File: src/rtl/pipeline_hazard_unit.sv
// pipeline_hazard_unit: shadow pipeline of pending register writes driving
// operand forwarding selects, load-use stalls, memory-wait freezes and
// gated branch redirects.
// Optional feature: define HAZARD_PERF_EN to add 32-bit stall/freeze/flush
// event counters as extra output ports.
module pipeline_hazard_unit #(
  parameter int AW         = 5,
  parameter int STAGES     = 3,
  parameter int LOAD_READY = 1,
  parameter int SEL_W      = $clog2(STAGES + 1)
) (
  input  logic             clk,
  input  logic             rst,
  input  logic             id_valid,
  input  logic [AW-1:0]    id_rs,
  input  logic [AW-1:0]    id_rt,
  input  logic             id_uses_rs,
  input  logic             id_uses_rt,
  input  logic             id_wr_en,
  input  logic [AW-1:0]    id_wr_addr,
  input  logic             id_is_load,
  input  logic             id_branch_taken,
  input  logic             mem_ready,
  output logic [SEL_W-1:0] fwd_rs_sel,
  output logic [SEL_W-1:0] fwd_rt_sel,
  output logic             fwd_rs_load,
  output logic             fwd_rt_load,
  output logic             stall,
  output logic             freeze,
  output logic             branch_ok,
  output logic             flush_if
`ifdef HAZARD_PERF_EN
  ,
  output logic [31:0]      perf_stall_cnt,
  output logic [31:0]      perf_freeze_cnt,
  output logic [31:0]      perf_flush_cnt
`endif
);

  // Record k describes the instruction currently in post-ID stage k (0 = EX).
  logic [STAGES-1:0] rec_v;
  logic [AW-1:0]     rec_addr [STAGES];
  logic [STAGES-1:0] rec_load;

  logic [SEL_W-1:0] rs_sel, rt_sel;
  logic             rs_ld, rt_ld;
  logic             rs_haz, rt_haz;
  logic             rs_active, rt_active;
  logic             stall_int, freeze_int;

  assign rs_active = id_valid && id_uses_rs && (id_rs != '0);
  assign rt_active = id_valid && id_uses_rt && (id_rt != '0);

  // Youngest-match search: scan oldest to youngest so the lowest k wins.
  always_comb begin
    rs_sel = '0;
    rs_ld  = 1'b0;
    rs_haz = 1'b0;
    rt_sel = '0;
    rt_ld  = 1'b0;
    rt_haz = 1'b0;
    for (int k = STAGES - 1; k >= 0; k--) begin
      if (rs_active && rec_v[k] && (rec_addr[k] == id_rs)) begin
        rs_sel = SEL_W'(k + 1);
        rs_ld  = rec_load[k];
        rs_haz = rec_load[k] && (k < LOAD_READY);
      end
      if (rt_active && rec_v[k] && (rec_addr[k] == id_rt)) begin
        rt_sel = SEL_W'(k + 1);
        rt_ld  = rec_load[k];
        rt_haz = rec_load[k] && (k < LOAD_READY);
      end
    end
  end

  // Every output is held low while reset is asserted.
  assign stall_int   = !rst && (rs_haz || rt_haz);
  assign freeze_int  = !rst && !mem_ready;
  assign stall       = stall_int;
  assign freeze      = freeze_int;
  assign branch_ok   = !rst && id_branch_taken && !stall_int && !freeze_int;
  assign flush_if    = branch_ok;
  assign fwd_rs_sel  = rst ? '0 : rs_sel;
  assign fwd_rt_sel  = rst ? '0 : rt_sel;
  assign fwd_rs_load = !rst && rs_ld;
  assign fwd_rt_load = !rst && rt_ld;

  // Advance the shadow pipeline on unfrozen edges; a stall injects a bubble.
  always_ff @(posedge clk or posedge rst) begin
    if (rst) begin
      rec_v    <= '0;
      rec_load <= '0;
      for (int k = 0; k < STAGES; k++) rec_addr[k] <= '0;
    end else if (!freeze_int) begin
      for (int k = STAGES - 1; k >= 1; k--) begin
        rec_v[k]    <= rec_v[k-1];
        rec_addr[k] <= rec_addr[k-1];
        rec_load[k] <= rec_load[k-1];
      end
      if (stall_int) begin
        rec_v[0]    <= 1'b0;
        rec_addr[0] <= '0;
        rec_load[0] <= 1'b0;
      end else begin
        rec_v[0]    <= id_valid && id_wr_en && (id_wr_addr != '0);
        rec_addr[0] <= id_wr_addr;
        rec_load[0] <= id_is_load;
      end
    end
  end

`ifdef HAZARD_PERF_EN
  // Event counters; wrap naturally at 2^32.
  always_ff @(posedge clk or posedge rst) begin
    if (rst) begin
      perf_stall_cnt  <= '0;
      perf_freeze_cnt <= '0;
      perf_flush_cnt  <= '0;
    end else begin
      if (stall_int && !freeze_int) perf_stall_cnt <= perf_stall_cnt + 32'd1;
      if (freeze_int)               perf_freeze_cnt <= perf_freeze_cnt + 32'd1;
      if (branch_ok)                perf_flush_cnt <= perf_flush_cnt + 32'd1;
    end
  end
`endif

endmodule

File: config.mk
export PLATFORM = sky130hd
export DESIGN_NAME = pipeline_hazard_unit
export DESIGN_NICKNAME = d
export VERILOG_FILES = /design/src/rtl/pipeline_hazard_unit.sv
export SDC_FILE = /design/constraint.sdc
export NUM_CORES = 1
export LEC_CHECK = 0
export CORE_MARGIN = 1
export CORE_UTILIZATION = 44
export CTS_BUF_LIST = sky130_fd_sc_hd__clkbuf_8 sky130_fd_sc_hd__clkbuf_16
export DETAILED_ROUTE_END_ITERATION = 16
export MAX_ROUTING_LAYER = met4
export PLACE_DENSITY = 0.72
export SETUP_SLACK_MARGIN = 0.4
export SYNTH_ARGS = -nofsm -noshare
export SYNTH_HDL_FRONTEND = slang
export SYNTH_SLANG_ARGS = --single-unit
File: constraint.sdc
create_clock -name clk -period 2.3 [get_ports clk]
set_input_delay 0.46 -clock clk [delete_from_list [all_inputs] [get_ports clk]]
set_output_delay 0.46 -clock clk [all_outputs]
set_load 0.01 [all_outputs]
==> results of run 1 <==
## tightest hold or removal path: cells and delay by family (launching register included)
kind	cells	cell delay (ps)
AND/OR/NAND/NOR	2	130
flip-flops	1	380
## cell usage in the layout, fill, tap and decap left out, types with 2 or more instances in the layout
master,Yosys,layout
sky130_fd_sc_hd__inv_1,3,3
sky130_fd_sc_hd__nor4_2,0,2
sky130_fd_sc_hd__a21oi_2,0,3
sky130_fd_sc_hd__o21ai_1,0,2
sky130_fd_sc_hd__xor2_1,16,15
sky130_fd_sc_hd__nand4_1,3,3
sky130_fd_sc_hd__nand2_1,61,60
sky130_fd_sc_hd__or4_1,3,2
sky130_fd_sc_hd__buf_4,1,51
sky130_fd_sc_hd__clkbuf_8,0,3
sky130_fd_sc_hd__clkdlybuf4s50_1,0,9
sky130_fd_sc_hd__nand3_2,0,2
sky130_fd_sc_hd__dfrtp_2,0,2
sky130_fd_sc_hd__dfrtp_1,21,19
sky130_fd_sc_hd__or4_4,1,2
sky130_fd_sc_hd__buf_6,0,7
sky130_fd_sc_hd__o21ai_2,0,5
sky130_fd_sc_hd__dlygate4sd2_1,0,3
sky130_fd_sc_hd__nor4_1,5,2
sky130_fd_sc_hd__buf_2,1,16
sky130_fd_sc_hd__nand4b_1,2,2
sky130_fd_sc_hd__xnor2_1,14,13
## metrics by stage
step / utilization / cell area (µm²)
2_1_floorplan: - / 1390
3_3_place_gp: 0.717 / 2030
3_5_place_dp: 0.717 / 2030
4_1_cts: 0.761 / 2150
5_1_grt: 0.789 / 2230
6_report: 0.789 / 2230
## repair_timing
item                                   CTS  global route
gates resized for setup                113            15
pin swaps                               22             9
endpoints found under the hold margin    0             0
setup endpoints to repair               17            17
buffers inserted                        12             3
## sequential cells by signal (all words and copies together), names as in the netlist
register,count
rec_addr,15
rec_load,3
rec_v,3
## cells by family after synthesis
| logic type | Yosys count | synth area share |
|---|---|---|
| XOR/XNOR | 30 | 0.194 |
| AO/OA/AOI/OAI | 20 | 0.105 |
| buffers and inverters | 9 | 0.0287 |
| AND/OR/NAND/NOR | 83 | 0.283 |
| flip-flops | 21 | 0.389 |
## power groups by stage
stage,Clock [mW],Sequential [mW],Combinational (mW)
3_5_place_dp,0,0.458,0.292
4_1_cts,0.251,0.451,0.311
5_1_grt,0.270,0.459,0.366
2_1_floorplan,0,0.452,0.134
3_3_place_gp,0,0.456,0.283
6_report,0.250,0.454,0.336
## per-layer routing
layer | track usage | wire length [µm] | share of wire
met5 | - | 0 | 0
met3 | 0.0499 | 261 | 0.058
met4 | 0.139 | 127 | 0.028
met1 | 0.386 | 1940 | 0.43
met2 | 0.468 | 2180 | 0.48
## worst max-delay path by stage
stage / start / to / cells after the start
floorplan: id_rs[1] / flush_if / 6
global placement: id_rs[1] / branch_ok / 7
detailed placement: id_rs[1] / branch_ok / 7
CTS: rec_addr[6] / fwd_rt_load / 8
global route: id_rs[3] / branch_ok / 8
finish: id_rs[3] / fwd_rs_load / 8
## cell type report
class                   count  share of cell area
flip-flops and latches     21               0.237
inverters                   3             0.00504
multi-input cells         133               0.414
clock buffers               3              0.0185
clock inverters             1             0.00168
repair buffers             88               0.307
well taps                  31              0.0174
==> run metrics, run 1 <==
violations in the final reports design-rule violations, negative setup slack; Sinks on Clock Net 21; overall via count from detail_route about 1,500; delay of the slowest critical-path stage 500 ps; Hold Path End rec_load[2]; startpoint of the most critical hold path rec_load[1]; Die X-Extent 57.4 µm; top cell type by total area after synthesis sky130_fd_sc_hd__dfrtp_1; Post-Synthesis Cells ~160; critical path class in2out; residual antenna-violating net count after detailed routing 0; Post-Synthesis Cell Area approximately 1400 µm²; Crit path max-delay family simple AND/OR/NAND/NOR gates; Via density 5.47; number of instances on the worst hold path 2; dominant register cell in the synthesized netlist sky130_fd_sc_hd__dfrtp_1; Chip Height roughly 57 µm; switching component of the power 0.333 mW; Final Worst Setup Slack -381 ps; Skew-Pair Late Insertion Delay 270 ps; share of the clock period used by the worst path after layout 1.17; library cell with the highest instance count after synthesis sky130_fd_sc_hd__nand2_1; min-delay worst type reg2reg; number of buffer and inverter instances along the worst setup path 3; maximum fanout encountered on the critical timing path 3; actual slew at the worst max-slew pin 571 ps; share of final-layout standard cells stronger than drive strength 1 0.438; post-route minimum period between 2000 and 3000 ps; WHS 533 ps; antenna diode instance count 0; number of endpoints failing setup at the final stage 9; pwr dens 466 nW/µm²; boundary pin count 34; CP Capture Type output port; drt initial violations 90; number of enable-type register cells in the synthesized netlist 0; Reg-to-Reg End rec_load[0]; area of the core region about 2800 µm²; area used by multi-input combinational logic ~900 µm²; Finished Layout Cells 280; DR DRC count 2; Setup Slack @ Placement -1100 ps; flops & latches, synth 21; share of total power in sequential cells 0.436; clock buffers created by TritonCTS 3; vias in the first global route 1,547; clock transition at the registers of the reported paths approximately 80 ps; Cell Rows 19; cell internal pwr 0.707 mW; async set-reset flop share out of synthesis 1.00; detail-routed net length per standard cell around 16 µm; final net count around 270; Mapped Nets roughly 190; number of hold buffers added after cts 0; # placed instances between 200 and 300; cell at the slowest stage of the critical path sky130_fd_sc_hd__or4_1; clock skew approximately 1.4 ps; filler instances between 150 and 200; cell types with the largest area share after synthesis sky130_fd_sc_hd__dfrtp_1 39%, sky130_fd_sc_hd__nand2_1 17%, sky130_fd_sc_hd__xor2_1 10%, sky130_fd_sc_hd__xnor2_1 9.1%, sky130_fd_sc_hd__o21ai_0 3.0%; first-pass GRT wire length roughly 7200 µm; buffers from clock root to sink, at most 2; proportion of total power due to net switching 0.320; number of hold violations in the final report 0; Max transition margin 0.616; largest vdd supply drop approximately 0.37 mV; RSZ-0062 raised after global routing yes; part of the Yosys area used for sequential elements 0.389; ordered cell list for the critical path buf_8, or4_1, o211ai_1, nand4bb_4, buf_4, nand4_1, a31oi_1, buf_2; number of port buffers 33; leakage power of the design approximately 1.1 nW; clock network power share 0.240; die footprint ~3300 µm²; data arrival at the endpoint of the critical path roughly 2200 ps; warning count from the yosys run 0; area growth from synthesis to layout 65.0%; top cells by count, synth 61 x sky130_fd_sc_hd__nand2_1, 21 x sky130_fd_sc_hd__dfrtp_1, 16 x sky130_fd_sc_hd__xor2_1, 14 x sky130_fd_sc_hd__xnor2_1, 8 x sky130_fd_sc_hd__o21ai_0; TritonRoute pass-1 iters 10; Synth top area share 0.389; library cells used by synthesis 29; CTS HTree Levels 1; Final Max Slew Viols 0; max cap viols 0; result of the run finished, violations left; maximum number of pins on one net before global-route repair 22; antenna violations before repair 0; effective utilization at floorplan 0.478; worst-case register-to-register setup slack 210 ps; total negative slack -2600 ps; global-route usage over all layers 0.302; Comb power frac 0.323; depth of the worst register-to-register path 8; TritonCTS clock tree done; Power Total around 1.0 mW; worst reg2reg path startpoint rec_addr[13]; global-route congestion overflow total 0; master cell of the clock root buffer sky130_fd_sc_hd__clkbuf_8; WP data required about 1800 ps; placed wire-length estimate a little over 3000 µm; area taken by flip-flops and latches 528 µm²; Worst Setup Start Kind input pin; Final Wtd Congestion ~0.98; final wirelength between 4000 and 5000 µm; Max Freq about 0.37 GHz; Post-Syn Area per Cell around 8.3 µm²
Note: power is estimated with default switching activity, not from simulation.
==> run 2, diff against run 1 <==
--- a/config.mk
+++ b/config.mk
@@ -9,6 +9,7 @@
 export CORE_UTILIZATION = 44
 export CTS_BUF_LIST = sky130_fd_sc_hd__clkbuf_8 sky130_fd_sc_hd__clkbuf_16
 export DETAILED_ROUTE_END_ITERATION = 16
+export GPL_TIMING_DRIVEN = 0
 export MAX_ROUTING_LAYER = met4
 export PLACE_DENSITY = 0.72
 export SETUP_SLACK_MARGIN = 0.4
==> run metrics, run 2 (synthesis gave the netlist of run 1 again) <==
result of the run finished, violations left; violations in the final reports design-rule violations, negative setup slack; RSZ-0062 raised after global routing yes; CP Capture Type output port; Finished Layout Cells 266 (-5.0%); Worst Setup Start Kind flip-flop; TritonRoute pass-1 iters 10 (unchanged); # placed instances 226 (-13%); share of final-layout standard cells stronger than drive strength 1 0.404 (-0.0335); Sinks on Clock Net 21 (unchanged); area of the core region 2830 µm² (unchanged); buffers from clock root to sink, at most 2 (unchanged); detail-routed net length per standard cell 18.3 µm (+14%); actual slew at the worst max-slew pin 927 ps (+356 ps); Die X-Extent 57.4 µm (unchanged); clock transition at the registers of the reported paths 90 ps (about the same); DR DRC count 2 (unchanged); max cap viols 0 (unchanged); largest vdd supply drop 0.287 mV (-22%); number of endpoints failing setup at the final stage 9 (unchanged); area growth from synthesis to layout 60.8%; pwr dens 478 nW/µm² (+2.5%); placed wire-length estimate 2710 µm (-13%); share of the clock period used by the worst path after layout 1.14 (-0.0246); final wirelength 4880 µm (+8.0%); TritonCTS clock tree done; Final Wtd Congestion 0.856 (-13%); worst setup path startpoint rec_addr[13]; boundary pin count 34 (unchanged); most frequent standard cell in the layout excluding fill and tap cells sky130_fd_sc_hd__nand2_1; Final Worst Setup Slack -324 ps (+56.6 ps); clock skew 9.45 ps (+8.02 ps); Max Freq 0.381 GHz (+2.2%); Final Max Slew Viols 0 (unchanged); total negative slack -1980 ps (+626 ps); Biggest register rec_addr; number of flip-flops under the largest register name 15 (unchanged); Max transition margin 0.381 (-0.234); antenna violations before repair 0 (unchanged); worst reg2reg path startpoint rec_addr[13]; biggest registers after layout rec_addr: 15 flops, rec_load: 3 flops, rec_v: 3 flops; maximum fanout encountered on the critical timing path 4 (+1); Skew-Pair Late Insertion Delay 270 ps (about the same); master cell of the clock root buffer sky130_fd_sc_hd__clkbuf_8; data arrival at the endpoint of the critical path 2160 ps (-60 ps); maximum number of pins on one net before global-route repair 24 (+9.1%); residual antenna-violating net count after detailed routing 0 (unchanged); WP data required 1840 ps (about the same); Cell Rows 19 (unchanged); WHS 499 ps (-34.0 ps); min-delay worst type in2async; first-pass GRT wire length 7310 µm (+0.95%); drt initial violations 100 (+11%); overall via count from detail_route 1,550 (+1.2%); die footprint 3300 µm² (unchanged); number of port buffers 32 (-3.0%); Via density 5.83 (+6.5%); leakage power of the design 1.00 nW (-5.3%); critical path class reg2out; global-route usage over all layers 0.312 (+0.00988); global-route congestion overflow total 0 (unchanged); number of hold buffers added after cts 0 (unchanged); post-route minimum period 2620 ps (-56.6 ps); antenna diode instance count 0 (unchanged); effective utilization at floorplan 0.478 (unchanged); CTS HTree Levels 1 (unchanged); clock buffers created by TritonCTS 3 (unchanged); number of hold violations in the final report 0 (unchanged); final net count 260 (-5.1%); most frequent cells in the layout 60 x sky130_fd_sc_hd__nand2_1, 32 x sky130_fd_sc_hd__buf_4, 19 x sky130_fd_sc_hd__dfrtp_1; Chip Height 57.4 µm (unchanged); vias in the first global route 1,500 (-3.0%)
==> run 2: cell count changes in the layout (fill, tap and decap cells not counted), moves of 2 or more <==
cell,previous run,this run
sky130_fd_sc_hd__clkbuf_1,0,3
sky130_fd_sc_hd__buf_4,51,32
sky130_fd_sc_hd__buf_8,1,3
sky130_fd_sc_hd__nor4_2,2,4
sky130_fd_sc_hd__nor4_1,2,0
sky130_fd_sc_hd__buf_2,16,12
sky130_fd_sc_hd__buf_6,7,11
==> run 2: critical path: stages (launching register included) <==
cell and delay (ps):
sky130_fd_sc_hd__dfrtp_1 440, sky130_fd_sc_hd__xnor2_1 180, sky130_fd_sc_hd__nand2_1 100, sky130_fd_sc_hd__or4_4 530, sky130_fd_sc_hd__a211oi_4 300, sky130_fd_sc_hd__nor3_2 90, sky130_fd_sc_hd__buf_4 140, sky130_fd_sc_hd__buf_6 120
==> run 2: final cells by class <==
type / count / area, µm²
Inverter: 3 / 13.8
Clock inverter: 1 / 3.75
Multi-Input combinational cell: 133 / 938
Clock buffer: 3 / 41.3
Fill cell: 174 / 654
Tap cell: 31 / 38.8
Timing Repair Buffer: 68 / 572
Sequential cell: 21 / 528
Buffer: 6 / 38.8
==> run 2: power breakdown <==
part	total, mW	internal (mW)	leakage (nW)	switching (mW)
Combinational	0.323	0.165	0.719	0.158
Clock	0.252	0.119	0.0269	0.132
Sequential	0.464	0.408	0.256	0.0561
Total	1.04	0.692	1.00	0.347
==> run 2: repair_timing <==
action                     CTS  global route
pin swaps                   27            13
resized for setup          126            16
buffers inserted            27             9
setup endpoints to repair   17            17
cloned                       0             0
hold endpoints to repair     0             0
==> run 2: through the flow <==
step / total power, mW / cell area (µm²) / util / setup WS [ps]
finish: 1.04 / 2170 / 0.769 / -324
global route: 1.09 / 2170 / 0.769 / -397
CTS: 0.983 / 2060 / 0.729 / -266
detailed placement: 0.682 / 1750 / 0.617 / -1290
global placement: 0.673 / 1750 / 0.617 / -1260
floorplan: 0.586 / 1390 / - / -128
==> run 2: path summary, 6_finish.rpt <==
path,to,slack [ps],depth (start not counted)
worst max-delay path,flush_if,-320,7
worst min-delay path,rec_v[1],500,2
worst max register to register,rec_addr[11],190,8
worst min register to register,rec_load[2],530,2
max in group asynchronous,rec_addr[12],1160,2
min in group clk,rec_load[2],530,2
==> run 2: layer usage <==
layer  vias to the layer above  track usage  wire length, µm
met5                         -            -                0
met4                         0        0.153              223
met3                        23       0.0408              345
met2                        87        0.532             2460
met1                       745        0.360             1850
li1                        695            -                -
==> run 3, diff against run 2 <==
--- a/config.mk
+++ b/config.mk
@@ -16,3 +16,4 @@
 export SYNTH_ARGS = -nofsm -noshare
 export SYNTH_HDL_FRONTEND = slang
 export SYNTH_SLANG_ARGS = --single-unit
+export TNS_END_PERCENT = 30
==> run metrics, run 3 (synthesis gave the netlist of run 1 again) <==
buffers from clock root to sink, at most 2 (unchanged); worst-case register-to-register setup slack 180 ps (about the same); Reg-to-Reg End rec_addr[10]; drt initial violations 103 (+3.0%); critical path class reg2out; biggest registers after layout rec_addr: 15 flops, rec_load: 3 flops, rec_v: 3 flops; final standard cell utilization of the core 0.728 (-0.0402); CTS HTree Levels 1 (unchanged); pwr dens 486 nW/µm² (+1.7%); Die X-Extent 57.4 µm (unchanged); area after detailed placement 1720 µm² (-1.7%); leakage power of the design 0.945 nW (-5.7%); min-delay worst type reg2reg; startpoint of the most critical hold path rec_load[2]; depth of the worst register-to-register path 7 (-1); Skew-Pair Late Insertion Delay 260 ps (about the same); clock buffers created by TritonCTS 3 (unchanged); global-route usage over all layers 0.287 (-0.0248); Worst Setup Start Kind flip-flop; worst setup path startpoint rec_addr[13]; effective utilization at floorplan 0.478 (unchanged); number of buffer and inverter instances along the worst setup path 2 (unchanged); filler instances 218 (+25%); worst reg2reg path startpoint rec_addr[13]; largest vdd supply drop 0.339 mV (+18%); number of endpoints failing setup at the final stage 9 (unchanged); Chip Height 57.4 µm (unchanged); Via density 5.79 (-0.71%); result of the run finished, violations left; boundary pin count 34 (unchanged); TritonRoute pass-1 iters 10 (unchanged); Biggest register rec_addr; cell at the slowest stage of the critical path sky130_fd_sc_hd__or4_4; maximum number of pins on one net before global-route repair 24 (unchanged); violations in the final reports design-rule violations, negative setup slack; DR DRC count 3 (+1); global-route congestion overflow total 0 (unchanged); Hold Path End rec_load[2]; Setup Slack @ Placement -1260 ps (+29.8 ps); clock transition at the registers of the reported paths 80 ps (about the same); delay of the slowest critical-path stage 570 ps (+40 ps); post-route minimum period 2670 ps (+50.3 ps); vias in the first global route 1,469 (-2.1%); antenna diode instance count 0 (unchanged); share of the clock period used by the worst path after layout 1.16 (+0.0219); Sinks on Clock Net 21 (unchanged); number of hold violations in the final report 0 (unchanged); RSZ-0062 raised after global routing yes; WHS 512 ps (+12.8 ps); number of flip-flops under the largest register name 15 (unchanged); area growth from synthesis to layout 52.4%; number of hold buffers added after cts 0 (unchanged); number of port buffers 32 (unchanged); TritonCTS clock tree done; Final Max Slew Viols 0 (unchanged); first-pass GRT wire length 6950 µm (-4.9%); Final Worst Setup Slack -374 ps (-50.3 ps); CP Capture Type output port; final net count 255 (-1.9%); overall via count from detail_route 1,510 (-2.6%); clock skew 0.967 ps (-8.48 ps); area used by multi-input combinational logic 888 µm² (-5.3%); share of final-layout standard cells stronger than drive strength 1 0.348 (-0.0564); maximum fanout encountered on the critical timing path 3 (-1); most frequent standard cell in the layout excluding fill and tap cells sky130_fd_sc_hd__nand2_1; Crit path max-delay family simple AND/OR/NAND/NOR gates; antenna violations before repair 0 (unchanged); Cell Rows 19 (unchanged); max cap viols 0 (unchanged); WP data required 1840 ps (about the same); Max transition margin 0.365 (-0.0164); detail-routed net length per standard cell 17.3 µm (-5.7%); actual slew at the worst max-slew pin 951 ps (+24.6 ps); Final Wtd Congestion 0.853 (-0.36%); area taken by flip-flops and latches 529 µm² (+0.24%); residual antenna-violating net count after detailed routing 0 (unchanged); area of the core region 2830 µm² (unchanged); Power Total 1.00 mW (-3.6%); Max Freq 0.374 GHz (-1.9%); master cell of the clock root buffer sky130_fd_sc_hd__clkbuf_8; most frequent cells in the layout 60 x sky130_fd_sc_hd__nand2_1, 30 x sky130_fd_sc_hd__buf_4, 18 x sky130_fd_sc_hd__dfrtp_1; data arrival at the endpoint of the critical path 2210 ps (+50 ps); final design instance area without fill 2060 µm² (-5.2%); ordered cell list for the critical path xnor2_1, nand2_1, or4_4, buf_6, o31a_2, a221oi_2, buf_2; placed wire-length estimate 2620 µm (-3.1%); final wirelength 4510 µm (-7.5%); die footprint 3300 µm² (unchanged); number of instances on the worst hold path 2
-- run 3: through the flow --
step / instances / TNS (ps)
after floorplan: 163 / -169
after global placement: 226 / -12690
after detailed placement: 226 / -13010
after CTS: 253 / -1990
after global routing: 261 / -3310
final: 261 / -2660
-- run 3: worst max path at each step --
stage	to	slack [ps]	depth (start not counted)
2_1_floorplan	flush_if	-130	6
3_3_place_gp	flush_if	-1240	8
3_5_place_dp	flush_if	-1260	8
4_1_cts	fwd_rt_load	-290	7
5_1_grt	fwd_rt_load	-460	7
6_report	fwd_rt_load	-370	7
-- run 3: worst reg2reg max path, delay by kind of cell, from the launching register on --
kind	cells	cell delay, ps
AO/OA/AOI/OAI	2	400
XOR/XNOR	1	210
buffers and inverters	2	300
flip-flops	1	440
AND/OR/NAND/NOR	2	670
-- run 3: repair_timing --
item | in CTS | in global routing
buffers inserted | 23 | 8
setup endpoints to repair | 17 | 17
gates cloned | 0 | 0
resized for setup | 108 | 9
pin swaps | 13 | 11
hold endpoints to repair | 0 | 0
-- run 3: routing by layer --
| layer | track usage | vias up | part of all wire |
|---|---|---|---|
| met3 | 0.0499 | 12 | 0.088 |
| li1 | - | 690 | - |
| met1 | 0.367 | 711 | 0.40 |
| met2 | 0.472 | 97 | 0.50 |
| met5 | - | - | 0 |
| met4 | 0.0732 | 0 | 0.016 |
-- run 3: power by group --
group          internal, mW  switching, mW  leakage (nW)  total, mW
registers             0.408         0.0531         0.255      0.461
logic                 0.151          0.145         0.665      0.297
clock network         0.121          0.123        0.0255      0.243
-- run 3: layout make-up --
| cell class | count | share of cell area |
|---|---|---|
| plain buffers | 6 | 0.0182 |
| clock buffers | 3 | 0.0200 |
| clock inverters | 1 | 0.00243 |
| inverters | 3 | 0.00546 |
| multi-input cells | 133 | 0.431 |
| flip-flops and latches | 21 | 0.257 |
| well taps | 31 | 0.0188 |
| repair buffers | 63 | 0.247 |
